### config.mk
export PLATFORM = sky130hd
export DESIGN_NAME = kanagawa_sim_showahead_fifo
export DESIGN_NICKNAME = d
export VERILOG_FILES = /design/src/rtl/kanagawa_sim_fifo_pkg.sv /design/src/rtl/kanagawa_sim_fifo_storage.sv /design/src/rtl/kanagawa_sim_showahead_fifo.sv
export SDC_FILE = /design/constraint.sdc
export NUM_CORES = 1
export LEC_CHECK = 0
export CORE_MARGIN = 3
export CORE_UTILIZATION = 45
export DETAILED_ROUTE_END_ITERATION = 7
export PLACE_DENSITY_LB_ADDON = 0.12
export SETUP_SLACK_MARGIN = 0.1
export SLEW_MARGIN = 20
export SYNTH_ARGS = -nofsm -noshare
export SYNTH_HDL_FRONTEND = slang
export SYNTH_HIERARCHICAL = 1
export SYNTH_SLANG_ARGS = --single-unit
### constraint.sdc
create_clock -name clk -period 4.7 [get_ports clk]
set_clock_uncertainty 0.05 [all_clocks]
set_input_delay 0.94 -clock clk [delete_from_list [all_inputs] [get_ports clk]]
set_output_delay 0.94 -clock clk [all_outputs]
set_load 0.02 [all_outputs]
### src/rtl/kanagawa_sim_fifo_pkg.sv
// rtl/kanagawa_sim_fifo_pkg.sv - sizing and pointer helpers shared by the kanagawa sim FIFOs
package kanagawa_sim_fifo_pkg;

    // A single-entry FIFO still needs a one-bit pointer.
    function automatic int ptr_width(input int depth);
        int w;
        w = $clog2(depth);
        return (w < 1) ? 1 : w;
    endfunction

    function automatic int count_width(input int depth);
        return $clog2(depth + 1);
    endfunction

    // Wraps at depth, so depths that are not a power of two work.
    function automatic int wrap_inc(input int ptr, input int depth);
        return (ptr == depth - 1) ? 0 : ptr + 1;
    endfunction

endpackage

### src/rtl/kanagawa_sim_fifo_storage.sv
// rtl/kanagawa_sim_fifo_storage.sv - unreset DEPTH x WIDTH register array, one write port, async read
module kanagawa_sim_fifo_storage
    import kanagawa_sim_fifo_pkg::*;
#(
    parameter int WIDTH = 32,
    parameter int DEPTH = 8,
    localparam int PW = ptr_width(DEPTH)
) (
    input  logic             clk,
    input  logic             we,
    input  logic [PW-1:0]    waddr,
    input  logic [WIDTH-1:0] wdata,
    input  logic [PW-1:0]    raddr,
    output logic [WIDTH-1:0] rdata
);

    logic [WIDTH-1:0] mem [DEPTH];

    always_ff @(posedge clk) begin
        if (we) begin
            mem[waddr] <= wdata;
        end
    end

    assign rdata = mem[raddr];

endmodule

### src/rtl/kanagawa_sim_showahead_fifo.sv
// rtl/kanagawa_sim_showahead_fifo.sv - show-ahead FIFO with occupancy, almost-full and sticky error flags
module kanagawa_sim_showahead_fifo
    import kanagawa_sim_fifo_pkg::*;
#(
    parameter int WIDTH = 32,
    parameter int DEPTH = 8,
    parameter int ALMOST_FULL_LEVEL = DEPTH - 1,
    localparam int CW = count_width(DEPTH)
) (
    input  logic             clk,
    input  logic             rst,
    input  logic             wrreq_in,
    input  logic [WIDTH-1:0] data_in,
    output logic             full_out,
    output logic             almost_full_out,
    input  logic             rdreq_in,
    output logic             empty_out,
    output logic [WIDTH-1:0] data_out,
    output logic [CW-1:0]    count_out,
    output logic             overflow_out,
    output logic             underflow_out
);

    localparam int PW = ptr_width(DEPTH);
    localparam logic [CW-1:0] FULL_COUNT = CW'(DEPTH);
    localparam logic [CW-1:0] AF_COUNT   = CW'(ALMOST_FULL_LEVEL);

    if (DEPTH < 2 || ALMOST_FULL_LEVEL < 1 || ALMOST_FULL_LEVEL > DEPTH) begin : g_bad_params
        $fatal(1, "kanagawa_sim_showahead_fifo: need DEPTH>=2 and 1<=ALMOST_FULL_LEVEL<=DEPTH");
    end

    logic [PW-1:0]    wr_ptr;
    logic [PW-1:0]    rd_ptr;
    logic [CW-1:0]    count;
    logic             overflow;
    logic             underflow;
    logic             full;
    logic             empty;
    logic             push_acc;
    logic             pop_acc;
    logic             mem_we;
    logic [WIDTH-1:0] head;

    assign full  = (count == FULL_COUNT);
    assign empty = (count == '0);

    // No full bypass: a pop in the same cycle never makes room for a push.
    assign push_acc = wrreq_in & ~full;
    assign pop_acc  = rdreq_in & ~empty;
    assign mem_we   = push_acc & ~rst;

    always_ff @(posedge clk or posedge rst) begin
        if (rst) begin
            wr_ptr    <= '0;
            rd_ptr    <= '0;
            count     <= '0;
            overflow  <= 1'b0;
            underflow <= 1'b0;
        end else begin
            if (push_acc) begin
                wr_ptr <= PW'(wrap_inc(int'(wr_ptr), DEPTH));
            end
            if (pop_acc) begin
                rd_ptr <= PW'(wrap_inc(int'(rd_ptr), DEPTH));
            end
            case ({push_acc, pop_acc})
                2'b10:   count <= count + 1'b1;
                2'b01:   count <= count - 1'b1;
                default: count <= count;
            endcase
            if (wrreq_in && full) begin
                overflow <= 1'b1;
            end
            if (rdreq_in && empty) begin
                underflow <= 1'b1;
            end
        end
    end

    kanagawa_sim_fifo_storage #(
        .WIDTH(WIDTH),
        .DEPTH(DEPTH)
    ) u_storage (
        .clk  (clk),
        .we   (mem_we),
        .waddr(wr_ptr),
        .wdata(data_in),
        .raddr(rd_ptr),
        .rdata(head)
    );

    assign full_out        = full;
    assign empty_out       = empty;
    assign almost_full_out = (count >= AF_COUNT);
    assign count_out       = count;
    assign overflow_out    = overflow;
    assign underflow_out   = underflow;
    assign data_out        = empty ? '0 : head;

endmodule

==> results of run 1 <==
[sequential cells by signal, indices dropped and copies added (netlist names)]
register	cells
rd_ptr	3
wr_ptr	3
u_storage/mem	256
overflow_out	1
count_out	4
underflow_out	1
[worst reg2reg max path: cells and delay by family (launching register included)]
| kind | cells | cell delay [ns] |
|---|---|---|
| buffers and inverters | 1 | 0.38 |
| flip-flops | 1 | 0.60 |
| AND/OR/NAND/NOR | 5 | 1.45 |
[layout make-up]
class	instances	area share
tap	313	0.0305
sequential	268	0.622
clock inverter	19	0.0161
inverter	2	0.000584
multi-input combinational	180	0.206
clock buffer	31	0.0538
timing repair buffer	93	0.0711
[placed cells by master (no fill, tap or decap), drive strengths merged]
| master | n |
|---|---|
| a21o | 4 |
| a21oi | 2 |
| a31o | 1 |
| and2b | 3 |
| buf | 17 |
| bufinv | 3 |
| clkbuf | 31 |
| clkdlybuf4s50 | 76 |
| clkinv | 12 |
| clkinvlp | 3 |
| dfrtp | 12 |
| edfxtp | 256 |
| ha | 7 |
| inv | 3 |
| mux2 | 36 |
| mux4 | 64 |
| nand2 | 3 |
| nand2b | 6 |
| nand3b | 1 |
| nand4b | 1 |
| nand4bb | 1 |
| nor2 | 8 |
| nor2b | 29 |
| nor3 | 4 |
| nor4 | 1 |
| nor4b | 1 |
| o21ai | 2 |
| o22a | 1 |
| xnor2 | 1 |
| xor2 | 4 |
[power by group]
| part | internal, mW | switching, mW |
|---|---|---|
| combinational | 1.42 | 1.19 |
| sequential | 2.86 | 0.237 |
| clock | 1.24 | 0.877 |
[layer usage]
metal	vias up	track usage
li1	2188	-
met1	2561	0.222
met2	103	0.267
met3	22	0.0261
met4	0	0.0316
met5	-	0
[cell families (layout without fill, tap and decap cells)]
kind of cell	after synthesis	after routing	synth area share
AO/OA/AOI/OAI	10	10	0.00629
multiplexers	100	100	0.187
adder cells (fa/ha/maj)	7	7	0.00815
buffers and inverters	25	145	0.0155
XOR/XNOR	5	5	0.00408
flip-flops	268	268	0.744
AND/OR/NAND/NOR	58	58	0.0356
[metrics by stage]
step	total power, mW	util	area [sq um]
2_1_floorplan	4.82	-	10700
3_3_place_gp	5.78	0.518	11900
3_5_place_dp	5.81	0.518	11900
4_1_cts	7.94	0.557	12800
5_1_grt	8.21	0.557	12800
6_report	7.82	0.557	12800
[worst min path at each step]
stage,end
6_report,overflow_out
5_1_grt,overflow_out
4_1_cts,overflow_out
3_5_place_dp,overflow_out
3_3_place_gp,underflow_out
2_1_floorplan,rd_ptr[1]
==> metrics.md, run 1 <==
| Metric | Value |
|---|---|
| Height of the die | `around 160 um` |
| Skew-Pair Late Insertion Delay | `0.52 ns` |
| Via count | `4874` |
| Most common library cells after synthesis | `256 x edfxtp_1, 40 x mux4_1, 33 x mux2_2` |
| CP Capture Point | `data_out[31]` |
| Reg2Reg Depth | `6` |
| Hold crit path type | `reg -> reg` |
| Max incr delay on CP | `0.72 ns` |
| Syn-to-layout area delta | `19.6%` |
| Critical Path RT | `3.71 ns` |
| Setup TNS | `0 ns` |
| PD cells | `between 600 and 700 mW/mm^2` |
| Vias/cell | `5.38` |
| DRC errors left | `0` |
| Layout cells sized above 1 | `0.229` |
| CP endpoint kind | `output port` |
| Iteration-0 DRC Markers | `287` |
| Worst R2R End | `u_storage/mem[5][17]` |
| Worst Setup Path Type | `reg -> out` |
| Largest net degree at the start of global routing | `39` |
| First-pass GRT wire length | `31.5 mm` |
| Reg clk slew, reported paths | `~0.06 ns` |
| LEAKAGE | `4.25 nW` |
| Clk sinks | `roughly 270` |
| Setup repair after global routing missed its margin | `false` |
| CTS Buffer Depth | `3` |
| CP Depth | `5` |
| Finished Layout Cells | `906` |
| Max-slew violation count | `0` |
| Worst Tran Pin Value | `roughly 0.73 ns` |
| Syn Nets | `roughly 520` |
| Drt pass-1 iters | `4` |
| Dpl ws | `approximately 1.0 ns` |
| Hold path start | `overflow_out` |
| Flop-to-flop setup slack | `1.91 ns` |
| Met2 wire len | `10.0 mm` |
| Fin crit period | `4.18 ns` |
| Register area | `0.00799 sq mm` |
| Synth top area cells | `edfxtp_1 72%, mux4_1 9.8%, mux4_2 5.0%` |
| DP HPWL | `11.1 mm` |
| Antenna Nets Post-Route | `0` |
| Ant diodes | `0` |
| Crit path cell chain | `buf_12 -> mux4_1 -> mux2_2 -> and2b_1 -> clkdlybuf4s50_1` |
| Die area | `0.0258 sq mm` |
| Routed met1 length | `8.97 mm` |
| Met3 wire len | `between 800 and 900 um` |
| Post-Syn Instances | `around 470` |
| Cell row count | `55` |
| Worst path bufs/invs | `2` |
| Highest Clock Rate | `between 200 and 250 MHz` |
| Max cap viols | `0` |
| Setup Buffers After CTS | `0` |
| Core area | `0.0231 sq mm` |
| Initial Utilization | `0.466` |
| DRT Wirelength | `20.2 mm` |
| CTS tree | `built` |
| Die Width | `160 um` |
| Initial antenna violation count | `0` |
| Post-synthesis average cell area | `22.7 sq um` |
| # hold bufs at CTS | `0` |
| Worst path slowest cell | `dfrtp_4` |
| Crit path launch | `rd_ptr[0]` |
| Top layer in use | `met4` |
| Flop and latch count out of synthesis | `268` |
| Hold depth | `1` |
| Yosys warns | `6` |
| Placed insts | `between 800 and 900` |
| # IOs | `77` |
| Number of CTS-inserted buffers | `27` |
| Final WS setup | `0.522 ns` |
| Post-synth top area cell | `edfxtp_1` |
| WHS | `0.403 ns` |
| Vias in the first global route | `5222` |
| Number of fill cells in the layout | `1759` |
| Top-count cell post-synth | `edfxtp_1` |
| Port buffer count | `76` |
| R2r startpoint | `count_out[0]` |
| GRT overflow | `0` |
| Final hold violation count | `0` |
| Status | `finished clean` |
| Distinct cells, synth | `32` |
| Clock Root Buffer | `clkbuf_16` |
| # H-tree levels | `1` |
| Critical path data arrival time | `approximately 3.2 ns` |
| FFs w/ async S/R, synth | `0.0448` |
| Post-synth top area share | `0.716` |
| Multi-input logic area | `around 0.0026 sq mm` |
| Number of enable flip-flop cells after synthesis | `about 260` |
| Crit share post-route | `0.889` |
| Cts repair resizes | `0` |
| GRT Resource Usage Total | `0.159` |
| Worst Path Max Fanout | `33` |
| Post-DR wirelength/cell | `around 22 um` |
| Setup violations, final | `0` |
| Syn Std Cell Area | `between 0.01 and 0.015 sq mm` |
| Nets | `approximately 620` |
| Top cell family by delay on the critical path | `multiplexers` |
| Slew headroom | `0.511` |
| GP Congestion | `approximately 0.67` |
| CP Launch Type | `flop` |
| Sequential area share after synthesis | `0.744` |
| Commonest register cell after synthesis | `edfxtp_1` |
| Peak VDD IR | `0.286 mV` |
Note: power is estimated with default switching activity, not from simulation.
==> run 2: changes to the inputs <==
- CTS_CLUSTER_SIZE: unset -> 20
- SLEW_MARGIN: 20 -> 0
- clock period: 4.7 -> 4.9 ns (I/O delays scaled with it)
==> run 2 against run 1 <==
  * Sequential power down 3%
  * Final area down 0.38%
  * Via count up 0.49%
  * Register-to-register slack better by 0.07 ns
  * Flip-flop and latch count unchanged
  * Setup slack worse by 0.023 ns
  * Cell count down 0.55%
  * Critical path depth unchanged
  * Die area unchanged
  * Worst hold slack worse by 0.0034 ns
  * Utilization down 0.21 points
  * Highest routed layer is now met5
==> metrics.md, run 2 (same netlist as run 1, synthesis figures left out) <==
| Metric | Value |
|---|---|
| Post-layout util | `0.555 (-0.00212)` |
| Sequential share of power | `0.405 (+0.009)` |
| Worst Tran Pin Value | `0.840 ns (+0.106 ns)` |
| CTS tree | `built` |
| P_sw | `2.19 mW (-5.2%)` |
| Cell row count | `55 (unchanged)` |
| Worst Setup Path Type | `reg -> out` |
| Most common cell after layout, fill and taps aside | `edfxtp_1` |
| Register area | `0.00799 sq mm (unchanged)` |
| GRT Resource Usage Total | `0.163 (+0.00441)` |
| # hold bufs at CTS | `0 (unchanged)` |
| LEAKAGE | `4.22 nW (-0.77%)` |
| Number of CTS-inserted buffers | `29 (+7.4%)` |
| Critical path data arrival time | `3.37 ns (+0.18 ns)` |
| Clk sinks | `268 (unchanged)` |
| DRC errors left | `0 (unchanged)` |
| Skew-Pair Late Insertion Delay | `0.52 ns (about the same)` |
| GRT overflow | `0 (unchanged)` |
| Crit path cell chain | `buf_4 -> mux4_1 -> mux2_2 -> nor2b_1 -> clkdlybuf4s50_1` |
| Multi-input logic area | `0.00264 sq mm (unchanged)` |
| Sw Ratio | `0.295 (about the same)` |
| Initial Utilization | `0.466 (unchanged)` |
| Largest reg by FF count | `u_storage/mem` |
| Iteration-0 DRC Markers | `328 (+14%)` |
| Syn-to-layout area delta | `19.1%` |
| Max reg flops | `256 (unchanged)` |
| Reg2Reg Depth | `6 (unchanged)` |
| Setup TNS | `0 ns (unchanged)` |
| Status | `finished clean` |
| Number of fill cells in the layout | `1766 (+0.40%)` |
| Vias in the first global route | `5277 (+1.1%)` |
| Slew headroom | `0.440 (-0.0709)` |
| First-pass GRT wire length | `32.2 mm (+2.2%)` |
| Peak VDD IR | `0.362 mV (+26%)` |
| Crit share post-route | `0.898` |
| PD cells | `579 mW/mm^2 (-4.8%)` |
| CP endpoint kind | `output port` |
| Worst R2R End | `u_storage/mem[1][3]` |
| Via count | `4898 (+0.49%)` |
| Die area | `0.0258 sq mm (unchanged)` |
| Final hold violation count | `0 (unchanged)` |
| Clock power share | `0.260 (-0.010)` |
| Antenna Nets Post-Route | `0 (unchanged)` |
| Clock Root Buffer | `clkbuf_16` |
| Part of the power in combinational logic | `0.335 (about the same)` |
| Max-slew violation count | `0 (unchanged)` |
| Drt pass-1 iters | `4 (unchanged)` |
| Setup violations, final | `0 (unchanged)` |
| Initial antenna violation count | `1 (+1)` |
| # H-tree levels | `1 (unchanged)` |
| Hold-critical path endpoint | `overflow_out` |
| Height of the die | `160 um (unchanged)` |
| DRT Wirelength | `20.4 mm (+1.3%)` |
| Vias/cell | `5.44 (+1.1%)` |
| Highest Clock Rate | `between 200 and 250 MHz` |
| Critical Path RT | `3.87 ns (+0.16 ns)` |
| CTS Buffer Depth | `3 (unchanged)` |
| Cts repair resizes | `0 (unchanged)` |
| Worst path slowest cell | `dfrtp_4` |
| R2r startpoint | `count_out[1]` |
| Setup Buffers After CTS | `0 (unchanged)` |
| Max cap viols | `0 (unchanged)` |
| Ant diodes | `0 (unchanged)` |
| Largest net degree at the start of global routing | `44 (+13%)` |
| Reg clk slew, reported paths | `0.06 ns (about the same)` |
| Int Pwr | `5.23 mW (-5.2%)` |
| Nets | `616 (+0.16%)` |
| Overall power | `7.41 mW (-5.2%)` |
| Worst Path Max Fanout | `43 (+30%)` |
| Layout cells sized above 1 | `0.213 (-0.0168)` |
| Commonest non-fill, non-tap cells in the layout | `256 x edfxtp_1, 76 x clkdlybuf4s50_1, 40 x mux4_1, 33 x mux2_2` |
| Hold depth | `1 (unchanged)` |
| Die Width | `160 um (unchanged)` |
| CP Launch Type | `flop` |
| Flop-to-flop setup slack | `1.98 ns (+0.07 ns)` |
| Fin crit period | `4.40 ns` |
| # IOs | `77 (unchanged)` |
| Hold crit path type | `reg -> reg` |
| Port buffer count | `76 (unchanged)` |
| GP Congestion | `0.673 (+0.92%)` |
| Core area | `0.0231 sq mm (unchanged)` |
| Hold path start | `overflow_out` |
| Setup repair after global routing missed its margin | `false` |
| Max incr delay on CP | `0.97 ns (+0.25 ns)` |
| DP HPWL | `11.2 mm (+1.4%)` |
| Post-DR wirelength/cell | `22.7 um (+1.9%)` |
## run 2: cell types whose count changed in the layout (fill, tap and decap cells not counted), sizes merged
cell,delta
buf,-1
bufinv,-2
clkbuf,+3
clkinv,-3
clkinvlp,-2
## run 2: routing by layer
metal	wire length (um)	vias up	track usage
li1	-	2185	-
met1	9020	2597	0.226
met2	10200	90	0.273
met3	892	24	0.0320
met4	280	2	0.0331
met5	13	-	0
## run 2: how the worst max path moves through the flow
stage                          endpoint  startpoint  cells after the start
finish                     data_out[14]   rd_ptr[0]                      5
global route               data_out[14]   rd_ptr[0]                      5
CTS                        data_out[14]   rd_ptr[0]                      5
detailed placement         data_out[14]   rd_ptr[0]                      5
global placement           data_out[16]   rd_ptr[0]                      5
floorplan           u_storage/mem[0][0]    wrreq_in                      5
## run 2: critical path: cells and delay by family (launching register included)
kind / cells / cell delay (ns)
mux: 2 / 0.85
simple gates: 1 / 0.12
flops: 1 / 0.97
buf+inv: 2 / 0.89
## run 2: final cells by class
type,count,area share
inverter,2,0.000587
timing repair buffer,92,0.0727
multi-input combinational,180,0.206
sequential,268,0.625
clock inverter,12,0.00675
tap,313,0.0306
clock buffer,34,0.0582
## run 2: power groups by stage
| stage | clock, mW | sequential, mW | combinational [mW] |
|---|---|---|---|
| after floorplan | 0 | 2.90 | 1.72 |
| after global placement | 0 | 3.05 | 2.50 |
| after detailed placement | 0 | 3.06 | 2.52 |
| after CTS | 1.98 | 3.02 | 2.53 |
| after global routing | 2.09 | 3.04 | 2.66 |
| final | 1.93 | 3.00 | 2.48 |
## run 2: per-stage QoR
step                instances  hold WS (ns)  instance area (sq um)  worst slack, ns
finish                    901         0.399                  12800            0.498
global route              901         0.436                  12800            0.299
CTS                       901         0.407                  12800            0.387
detailed placement        855         0.394                  12000            0.962
global placement          855         0.387                  12000             1.01
floorplan                 473         0.421                  10700            0.792
